### src/rtl/cell_plot_queue.sv
// cell_plot_queue: buffers (x, y, colour) game-grid cell commands in a small
// FIFO and expands each into a CELL_W x CELL_H rectangle of single-pixel
// writes on the VGA adapter port, row-major and top-left first.
// Optional build macro CELL_BORDER_EN: paints the outline pixels of every
// cell black so grid segments are visibly separated.
module cell_plot_queue #(
    parameter int CELL_W     = 10,
    parameter int CELL_H     = 7,
    parameter int X_ORIGIN   = 0,
    parameter int Y_ORIGIN   = 4,
    parameter int FIFO_DEPTH = 4
) (
    input  logic       clk,
    input  logic       rst,
    input  logic       start,
    input  logic [3:0] game_x,
    input  logic [3:0] game_y,
    input  logic [2:0] game_colour,
    output logic       waitrequest,
    output logic       busy,
    output logic       vga_plot,
    output logic [7:0] vga_x,
    output logic [6:0] vga_y,
    output logic [2:0] vga_colour
);

    localparam int PTR_W = $clog2(FIFO_DEPTH);
    localparam logic [PTR_W-1:0] PTR_ONE  = PTR_W'(1);
    localparam logic [PTR_W:0]   CNT_ONE  = (PTR_W + 1)'(1);
    localparam logic [PTR_W:0]   CNT_FULL = (PTR_W + 1)'(FIFO_DEPTH);
    localparam logic [3:0]       COL_LAST = 4'(CELL_W - 1);
    localparam logic [2:0]       ROW_LAST = 3'(CELL_H - 1);

    typedef enum logic {
        IDLE,
        DRAW
    } state_t;

    typedef struct packed {
        logic [3:0] x;
        logic [3:0] y;
        logic [2:0] c;
    } cmd_t;

    state_t           state_q, state_d;
    logic             rst_q, rst_d;
    cmd_t             mem_q [FIFO_DEPTH];
    cmd_t             mem_d [FIFO_DEPTH];
    logic [PTR_W-1:0] wr_ptr_q, wr_ptr_d;
    logic [PTR_W-1:0] rd_ptr_q, rd_ptr_d;
    logic [PTR_W:0]   count_q, count_d;
    logic [3:0]       wx_q, wx_d;
    logic [3:0]       wy_q, wy_d;
    logic [2:0]       wc_q, wc_d;
    logic [3:0]       col_q, col_d;
    logic [2:0]       row_q, row_d;
    logic             vga_plot_q, vga_plot_d;
    logic [7:0]       vga_x_q, vga_x_d;
    logic [6:0]       vga_y_q, vga_y_d;
    logic [2:0]       vga_colour_q, vga_colour_d;

    logic fifo_full;
    logic fifo_empty;
    logic push;
    logic pop;
    cmd_t head;

    // Handshake and status come only from registered state, so the initiator
    // never sees a combinational path from its own start back to waitrequest.
    always_comb begin
        fifo_full   = (count_q == CNT_FULL);
        fifo_empty  = (count_q == '0);
        waitrequest = rst_q | fifo_full;
        busy        = (state_q == DRAW) | ~fifo_empty;
        push        = start & ~waitrequest;
        head        = mem_q[rd_ptr_q];
        rst_d       = rst;
        vga_plot    = vga_plot_q;
        vga_x       = vga_x_q;
        vga_y       = vga_y_q;
        vga_colour  = vga_colour_q;
    end

    // Rectangle walker: pops a command when idle or on the last pixel of the
    // current cell, so queued cells follow each other with no gap.
    always_comb begin
        state_d = state_q;
        wx_d    = wx_q;
        wy_d    = wy_q;
        wc_d    = wc_q;
        col_d   = col_q;
        row_d   = row_q;
        pop     = 1'b0;
        case (state_q)
            IDLE: begin
                if (!fifo_empty) begin
                    pop     = 1'b1;
                    wx_d    = head.x;
                    wy_d    = head.y;
                    wc_d    = head.c;
                    col_d   = '0;
                    row_d   = '0;
                    state_d = DRAW;
                end
            end
            DRAW: begin
                if (col_q == COL_LAST) begin
                    col_d = '0;
                    if (row_q == ROW_LAST) begin
                        row_d = '0;
                        if (!fifo_empty) begin
                            pop  = 1'b1;
                            wx_d = head.x;
                            wy_d = head.y;
                            wc_d = head.c;
                        end else begin
                            state_d = IDLE;
                        end
                    end else begin
                        row_d = row_q + 3'd1;
                    end
                end else begin
                    col_d = col_q + 4'd1;
                end
            end
            default: state_d = IDLE;
        endcase
    end

    // Pixel outputs are computed from the next walker position so the
    // registered strobe lines up with the pixel being presented; the
    // parameter limits keep the address sums inside the 8/7-bit ranges.
    always_comb begin
        vga_plot_d   = (state_d == DRAW);
        vga_x_d      = vga_x_q;
        vga_y_d      = vga_y_q;
        vga_colour_d = vga_colour_q;
        if (state_d == DRAW) begin
            vga_x_d = 8'(X_ORIGIN) + 8'(wx_d) * 8'(CELL_W) + 8'(col_d);
            vga_y_d = 7'(Y_ORIGIN) + 7'(wy_d) * 7'(CELL_H) + 7'(row_d);
`ifdef CELL_BORDER_EN
            if ((col_d == '0) || (col_d == COL_LAST) ||
                (row_d == '0) || (row_d == ROW_LAST)) begin
                vga_colour_d = 3'b000;
            end else begin
                vga_colour_d = wc_d;
            end
`else
            vga_colour_d = wc_d;
`endif
        end
    end

    // Command FIFO bookkeeping; a same-edge push and pop leaves occupancy alone.
    always_comb begin
        mem_d    = mem_q;
        wr_ptr_d = wr_ptr_q;
        rd_ptr_d = rd_ptr_q;
        count_d  = count_q;
        if (push) begin
            mem_d[wr_ptr_q] = '{x: game_x, y: game_y, c: game_colour};
            wr_ptr_d        = wr_ptr_q + PTR_ONE;
        end
        if (pop) begin
            rd_ptr_d = rd_ptr_q + PTR_ONE;
        end
        if (push && !pop) begin
            count_d = count_q + CNT_ONE;
        end else if (pop && !push) begin
            count_d = count_q - CNT_ONE;
        end
    end

    // FIFO storage needs no reset: occupancy and pointers decide validity.
    always_ff @(posedge clk) begin
        mem_q <= mem_d;
    end

    // Control state; reset drops any queued or in-flight cell immediately.
    always_ff @(posedge clk) begin
        rst_q <= rst_d;
        if (rst) begin
            state_q      <= IDLE;
            wr_ptr_q     <= '0;
            rd_ptr_q     <= '0;
            count_q      <= '0;
            wx_q         <= '0;
            wy_q         <= '0;
            wc_q         <= '0;
            col_q        <= '0;
            row_q        <= '0;
            vga_plot_q   <= 1'b0;
            vga_x_q      <= '0;
            vga_y_q      <= '0;
            vga_colour_q <= '0;
        end else begin
            state_q      <= state_d;
            wr_ptr_q     <= wr_ptr_d;
            rd_ptr_q     <= rd_ptr_d;
            count_q      <= count_d;
            wx_q         <= wx_d;
            wy_q         <= wy_d;
            wc_q         <= wc_d;
            col_q        <= col_d;
            row_q        <= row_d;
            vga_plot_q   <= vga_plot_d;
            vga_x_q      <= vga_x_d;
            vga_y_q      <= vga_y_d;
            vga_colour_q <= vga_colour_d;
        end
    end

endmodule

### config.mk
export PLATFORM = sky130hd
export DESIGN_NAME = cell_plot_queue
export DESIGN_NICKNAME = d
export VERILOG_FILES = /design/src/rtl/cell_plot_queue.sv
export SDC_FILE = /design/constraint.sdc
export NUM_CORES = 1
export LEC_CHECK = 0
export CAP_MARGIN = 20
export CORE_AREA = 2 2 129 81
export CTS_CLUSTER_DIAMETER = 80
export CTS_CLUSTER_SIZE = 20
export DETAILED_ROUTE_END_ITERATION = 8
export DIE_AREA = 0 0 131 83
export PLACE_DENSITY_LB_ADDON = 0.2
export SETUP_SLACK_MARGIN = 0.05
export SYNTH_ARGS = -nofsm -noshare
export SYNTH_HDL_FRONTEND = slang
export SYNTH_SLANG_ARGS = --single-unit
### constraint.sdc
create_clock -name clk -period 6.8 [get_ports clk]
set_input_delay 1.36 -clock clk [delete_from_list [all_inputs] [get_ports clk]]
set_output_delay 1.36 -clock clk [all_outputs]
set_load 0.01 [all_outputs]
# Word level (Yosys, flattened, before mapping)

Index checks and enable logic that the tools add are counted.

Register bits: 89
Bits of input ports: 14
Output and inout bits: 21

$add $sub $neg: 9
Multipliers: 2
Order comparisons: 3
Equality and inequality tests: 3
Mux-type cells: 34
Bitwise operators: 8
Reductions and logical operators: 7

Operators with widths:

| cell                                                                 | number |
|---|---|
| 44-bit bitwise mux                                                   | 1 |
| 11-bit two-way mux                                                   | 3 |
| 4-bit two-way mux                                                    | 8 |
| 3-bit two-way mux                                                    | 8 |
| 4-bit one-hot mux with 2 select lines                                | 3 |
| 11-bit binary-select mux with 2-bit select                           | 1 |
| 11-bit demux with 2-bit select                                       | 1 |
| 4-bit by 3-bit multiplier with 7-bit output, second input constant   | 2 |
| 3-bit one-hot mux with 2 select lines                                | 2 |
| 8-bit by 4-bit adder with 8-bit output                               | 1 |
| 3-bit by 7-bit adder with 7-bit output, first input constant         | 1 |
| 7-bit by 3-bit adder with 7-bit output                               | 1 |
| 3-bit by 1-bit adder with 3-bit output, second input constant        | 2 |
| 3-bit equality test, second input constant                           | 2 |
| 3-bit greater-or-equal comparator, second input constant             | 2 |
| 2-bit inverter with 3-bit output                                     | 2 |
| 1-bit two-way mux                                                    | 5 |
| 2-bit by 1-bit adder with 2-bit output, second input constant        | 2 |
| 4-bit by 1-bit adder with 4-bit output, second input constant        | 1 |
| 4-bit equality test, second input constant                           | 1 |
| 1-bit one-hot mux with 2 select lines                                | 2 |
| 1-bit logical AND                                                    | 3 |
| 3-bit logical NOT                                                    | 1 |
| 3-bit by 1-bit < comparator with 1-bit output, second input constant | 1 |
| 6 further kinds                                                      | 10 |

# Logic depth before layout (Yosys ltp)

Word-level depth: 11
Depth in mapped cells: 19
Depth with buffers taken out: 17

# Worst setup path before layout

No wires, ideal clock.

Path kind: reg2reg
From: reg rd_ptr_q[0]
To: reg vga_y_q[6] (netlist: vga_y[6])
Library setup time: 86 ps
Data arrival time: 3787 ps
Data required time: 6714 ps
Setup slack: 2927 ps
Stages on the path, launching flop included: 15
Period minus slack after synthesis: 3873 ps
Path through: dfxtp_1 -> buf_2 -> mux4_2 -> mux2i_1 -> inv_1 -> fa_1 -> ha_1 -> ha_1 -> inv_1 -> fa_1 -> inv_1 -> a21o_1 -> a21oi_1 -> xnor2_1 -> a211oi_1

Cells in the longest elaborated chain, start to end: 11

Ends and longest elaborated chain:

| item                                                       | RTL line | text |
|---|---|---|
| from (decl)                                                | 50       | `logic [PTR_W-1:0] rd_ptr_q, rd_ptr_d;` |
| from (signal assigned)                                     | 199      | `rd_ptr_q <= rd_ptr_d;` |
| 2-bit inverter with 3-bit output (not written as such) (*) | 76       | `head = mem_q[rd_ptr_q];` |
| 11-bit binary-select mux with 2-bit select (*)             | 76       |  |
| 11-bit two-way mux (not written as such) (*) (2 in a row)  | 76       |  |
| 4-bit two-way mux (*)                                      | 96, 111  |  |
| 4-bit two-way mux                                          | 109      | `if (row_q == ROW_LAST) begin` |
| 4-bit two-way mux                                          | 107      | `if (col_q == COL_LAST) begin` |
| 4-bit one-hot mux with 2 select lines (*)                  | 94       | `case (state_q)` |
| net wy_d[1]                                                | 53       | `logic [3:0] wy_q, wy_d;` |
| 4-bit by 3-bit multiplier with 7-bit output (*)            | 140      | `vga_y_d = 7'(Y_ORIGIN) + 7'(wy_d) * 7'(CELL_H) + 7'(row_d);` |
| 3-bit by 7-bit adder with 7-bit output (*)                 | 140      |  |
| 7-bit by 3-bit adder with 7-bit output (*)                 | 140      |  |
| to (signal assigned)                                       | 208      | `vga_y_q <= vga_y_d;` |
| to (decl)                                                  | 59       | `logic [6:0] vga_y_q, vga_y_d;` |

The timed path passes the listed nets; every way through them passes the cells marked *. The select of a mux whose other input is x is not followed.
A chain may end at the register's enable or synchronous reset.

# Worst setup path in the final report

Same ends and word-level chain as after synthesis.

==> flow_summary_export.csv <==
group,metric,value,unit
grt,grt-ovfl-total,0,
floorplan,die_area,10900,um2
yosys,async_flop_share,0,
worst_hold_path,hp-class,"flip-flop to flip-flop",
clock_tree,clk_path_buf_depth,2,
timing,rsz0062_at_grt,"false",
timing,drv_slew,0,
cells_and_area,layout-drive-gt1-share,0.0855,
yosys,synthCells,349,
grt,grt_pass1_vias,2727,
critical_path,worstSetupPathType,"flip-flop to flip-flop",
yosys,synth.avg_cell_area,12.3,um2
cells_and_area,layout_commonest_cell,"dfxtp_1",
critical_path,r2r_slack,2480,ps
critical_path,timing.rr.end,"vga_y[6]$_SDFFE_PP0P_",
critical_path,path_depth,13,
floorplan,io_pins,35,
power,p_per_area,469,nW/um2
route,drc,0,
yosys,dominantRegCellSynth,"dfxtp_1",
yosys,synth_area,4280,um2
grt,grt_max_degree,46,
route,via_count,2626,
timing,hold_viol,0,
grt,grt_pass1_wl,13800,um
yosys,syn-num-nets,400,
placed_design,place_congestion,0.786,
critical_path,crit_start,"rd_ptr_q[0]$_SDFFE_PP0P_",
critical_path,cp-end-kind,"flip-flop",
placed_design,place_ws,2440,ps
route,routed_wl,7990,um
critical_path,critical_path_arrival,4570,ps
cells_and_area,syn2layout_area_growth,16.5,%
floorplan,start_util,0.444,
floorplan,rows,28,
timing,fin_setup_tns,0,ps
yosys,yosysUniqueCellTypes,50,
cells_and_area,multiInputGateArea,1870,um2
clock_tree,cts_tree,"yes",
timing,clock_skew,5.92,ps
clock_tree,htree_num_levels,3,
cells_and_area,final_core_util,0.518,
cells_and_area,nFillCells,836,
critical_path,critical_path_buf_inv_count,3,
cells_and_area,layout_common_cells,"dfxtp_1 (45), edfxtp_1 (44), clkdlybuf4s50_1 (34)",
clock_tree,cts_buffers,9,
timing,max_freq,232,MHz
clock_tree,clk_latency,330,ps
clock_tree,cts_setup_buffers,0,
critical_path,max_stage_delay,870,ps
timing,setup_ws,2480,ps
status,status,"finished clean",
power,power.total,2.34,mW
floorplan,fp.coreArea,9630,um2
yosys,yosysWarnings,0,
timing,finalSetupViolCount,0,
placed_design,hpwl,5650,um
timing,final.period_utilization,0.635,
placed_design,port-buffer-count,34,
yosys,seq_area_frac_synth,0.519,
route,wl_per_cell,15.3,um
clock_tree,hold_buffers,0,
critical_path,cp_common_cell,"inv_1",
clock_tree,cts.sinks,89,
timing,finalCriticalPeriod,4320,ps
critical_path,crit_family,"adder cells",
critical_path,startpoint_type,"flip-flop",
route,initialDrtViolationCount,173,
route,drt-vias-per-instance,5.04,
flow_run,maxCapViolations,0,
clock_tree,clk_pin_slew,60,ps
critical_path,path_cells,"mux4_2, mux2i_1, inv_1, fa_1, ha_1, ha_1, inv_1, fa_1, inv_1, a21o_1, a21oi_1, xnor2_1, a211oi_1",
cells_and_area,final_nets,432,
critical_path,worstSetupEndpoint,"vga_y[6]$_SDFFE_PP0P_",
floorplan,die_w,131,um
yosys,synth-edff-count,44,
route,final_antenna_net_count,0,
yosys,ys_seq_elements,89,
timing,max-slew-margin-rel,0.432,
route,drt_pre_antenna_iters,4,
critical_path,ff2ff_path_depth,13,
clock_tree,cts.repair.resized,0,
grt,grtUsageTotal,0.165,
floorplan,dieHeight,83,um
power,peakVddDrop,0.245,mV
clock_tree,clockRootBuffer,"clkbuf_16",
critical_path,slowest_stage,"dfxtp_1",
grt,antenna_found_initial,0,
cells_and_area,antenna_cells,0,
power,total_leakage_power,1.95,nW
critical_path,timing.rr.start,"rd_ptr_q[0]$_SDFFE_PP0P_",
cells_and_area,regArea,2220,um2
critical_path,worstPathRequired,7050,ps
timing,tightestPinTransition,851,ps
critical_path,cp_max_fo,13,
## worst register-to-register path, delay by kind of cell (launching register included)
family,cells,cell delay (ps)
buf+inv,3,290
fa+ha+maj,4,1570
compound gates,3,380
xor+xnor,1,130
flops,1,870
mux,2,1000
## worst min-delay path by stage
stage               cells past startpoint               endpoint  slack (ps)                   from
finish                                  2  vga_y[1]$_SDFFE_PP0P_         450  vga_y[1]$_SDFFE_PP0P_
global route                            2  vga_x[0]$_SDFFE_PP0P_         470  vga_x[0]$_SDFFE_PP0P_
CTS                                     2  vga_y[1]$_SDFFE_PP0P_         450  vga_y[1]$_SDFFE_PP0P_
detailed placement                      2  vga_y[1]$_SDFFE_PP0P_         440  vga_y[1]$_SDFFE_PP0P_
global placement                        2  vga_y[4]$_SDFFE_PP0P_         440  vga_y[4]$_SDFFE_PP0P_
floorplan                               2     wc_q[2]$_SDFF_PP0_         460     wc_q[2]$_SDFF_PP0_
## registers in the layout, indices dropped and copies added (netlist names)
signal	count
wy_q	4
vga_plot	1
row_q	3
col_q	4
mem_q	44
wr_ptr_q	2
wc_q	3
rst_q	1
wx_q	4
rd_ptr_q	2
count_q	3
vga_y	7
vga_x	8
vga_colour	3
## synth_stat cells (9+ instances only)
cell type / count / area [um2]
edfxtp_1: 44 / 1320
mux4_2: 9 / 203
nand2_1: 23 / 86.3
ha_1: 30 / 375
dfxtp_1: 45 / 901
nor2b_1: 9 / 56.3
mux2i_1: 11 / 110
nor2_1: 28 / 105
xnor2_1: 9 / 78.8
inv_1: 23 / 86.3
a21oi_1: 21 / 105
## per-layer routing
| layer | GRT usage | routed length, um | vias up |
|---|---|---|---|
| met5 | 0 | 0 | - |
| met4 | 0.0464 | 99 | 0 |
| met3 | 0.0419 | 266 | 10 |
| met2 | 0.236 | 3320 | 38 |
| met1 | 0.248 | 4300 | 1262 |
| li1 | - | - | 1316 |
## logic make-up (layout without fill, tap and decap cells)
| group | Yosys count | in the layout | synth area share |
|---|---|---|---|
| adder cells (fa/ha/maj) | 37 | 37 | 0.120 |
| AND/OR/NAND/NOR | 91 | 91 | 0.110 |
| AO/OA/AOI/OAI | 56 | 56 | 0.0854 |
| buffers and inverters | 37 | 74 | 0.0430 |
| flip-flops | 89 | 89 | 0.519 |
| XOR/XNOR | 14 | 14 | 0.0287 |
| multiplexers | 25 | 25 | 0.0933 |
## cell type report
type | instances | share of cell area
tap | 135 | 0.0339
timing repair buffer | 35 | 0.0697
inverter | 23 | 0.0173
multi-input combinational | 223 | 0.376
sequential | 89 | 0.446
clock buffer | 11 | 0.0467
clock inverter | 5 | 0.0113
## where the power goes
| group | internal (mW) | total [mW] | switching (mW) | leakage, nW |
|---|---|---|---|---|
| Sequential | 0.662 | 0.745 | 0.0829 | 0.769 |
| Clock | 0.284 | 0.478 | 0.194 | 0.136 |
| Combinational | 0.509 | 1.12 | 0.609 | 1.05 |
## through the flow
stage	hold slack (ps)	cells	cell area, um2
5_1_grt	471	521	4990
4_1_cts	454	521	4990
3_5_place_dp	445	505	4700
3_3_place_gp	444	505	4700
2_1_floorplan	460	349	4280
6_report	451	521	4990
Note: power is estimated with default switching activity, not from simulation.
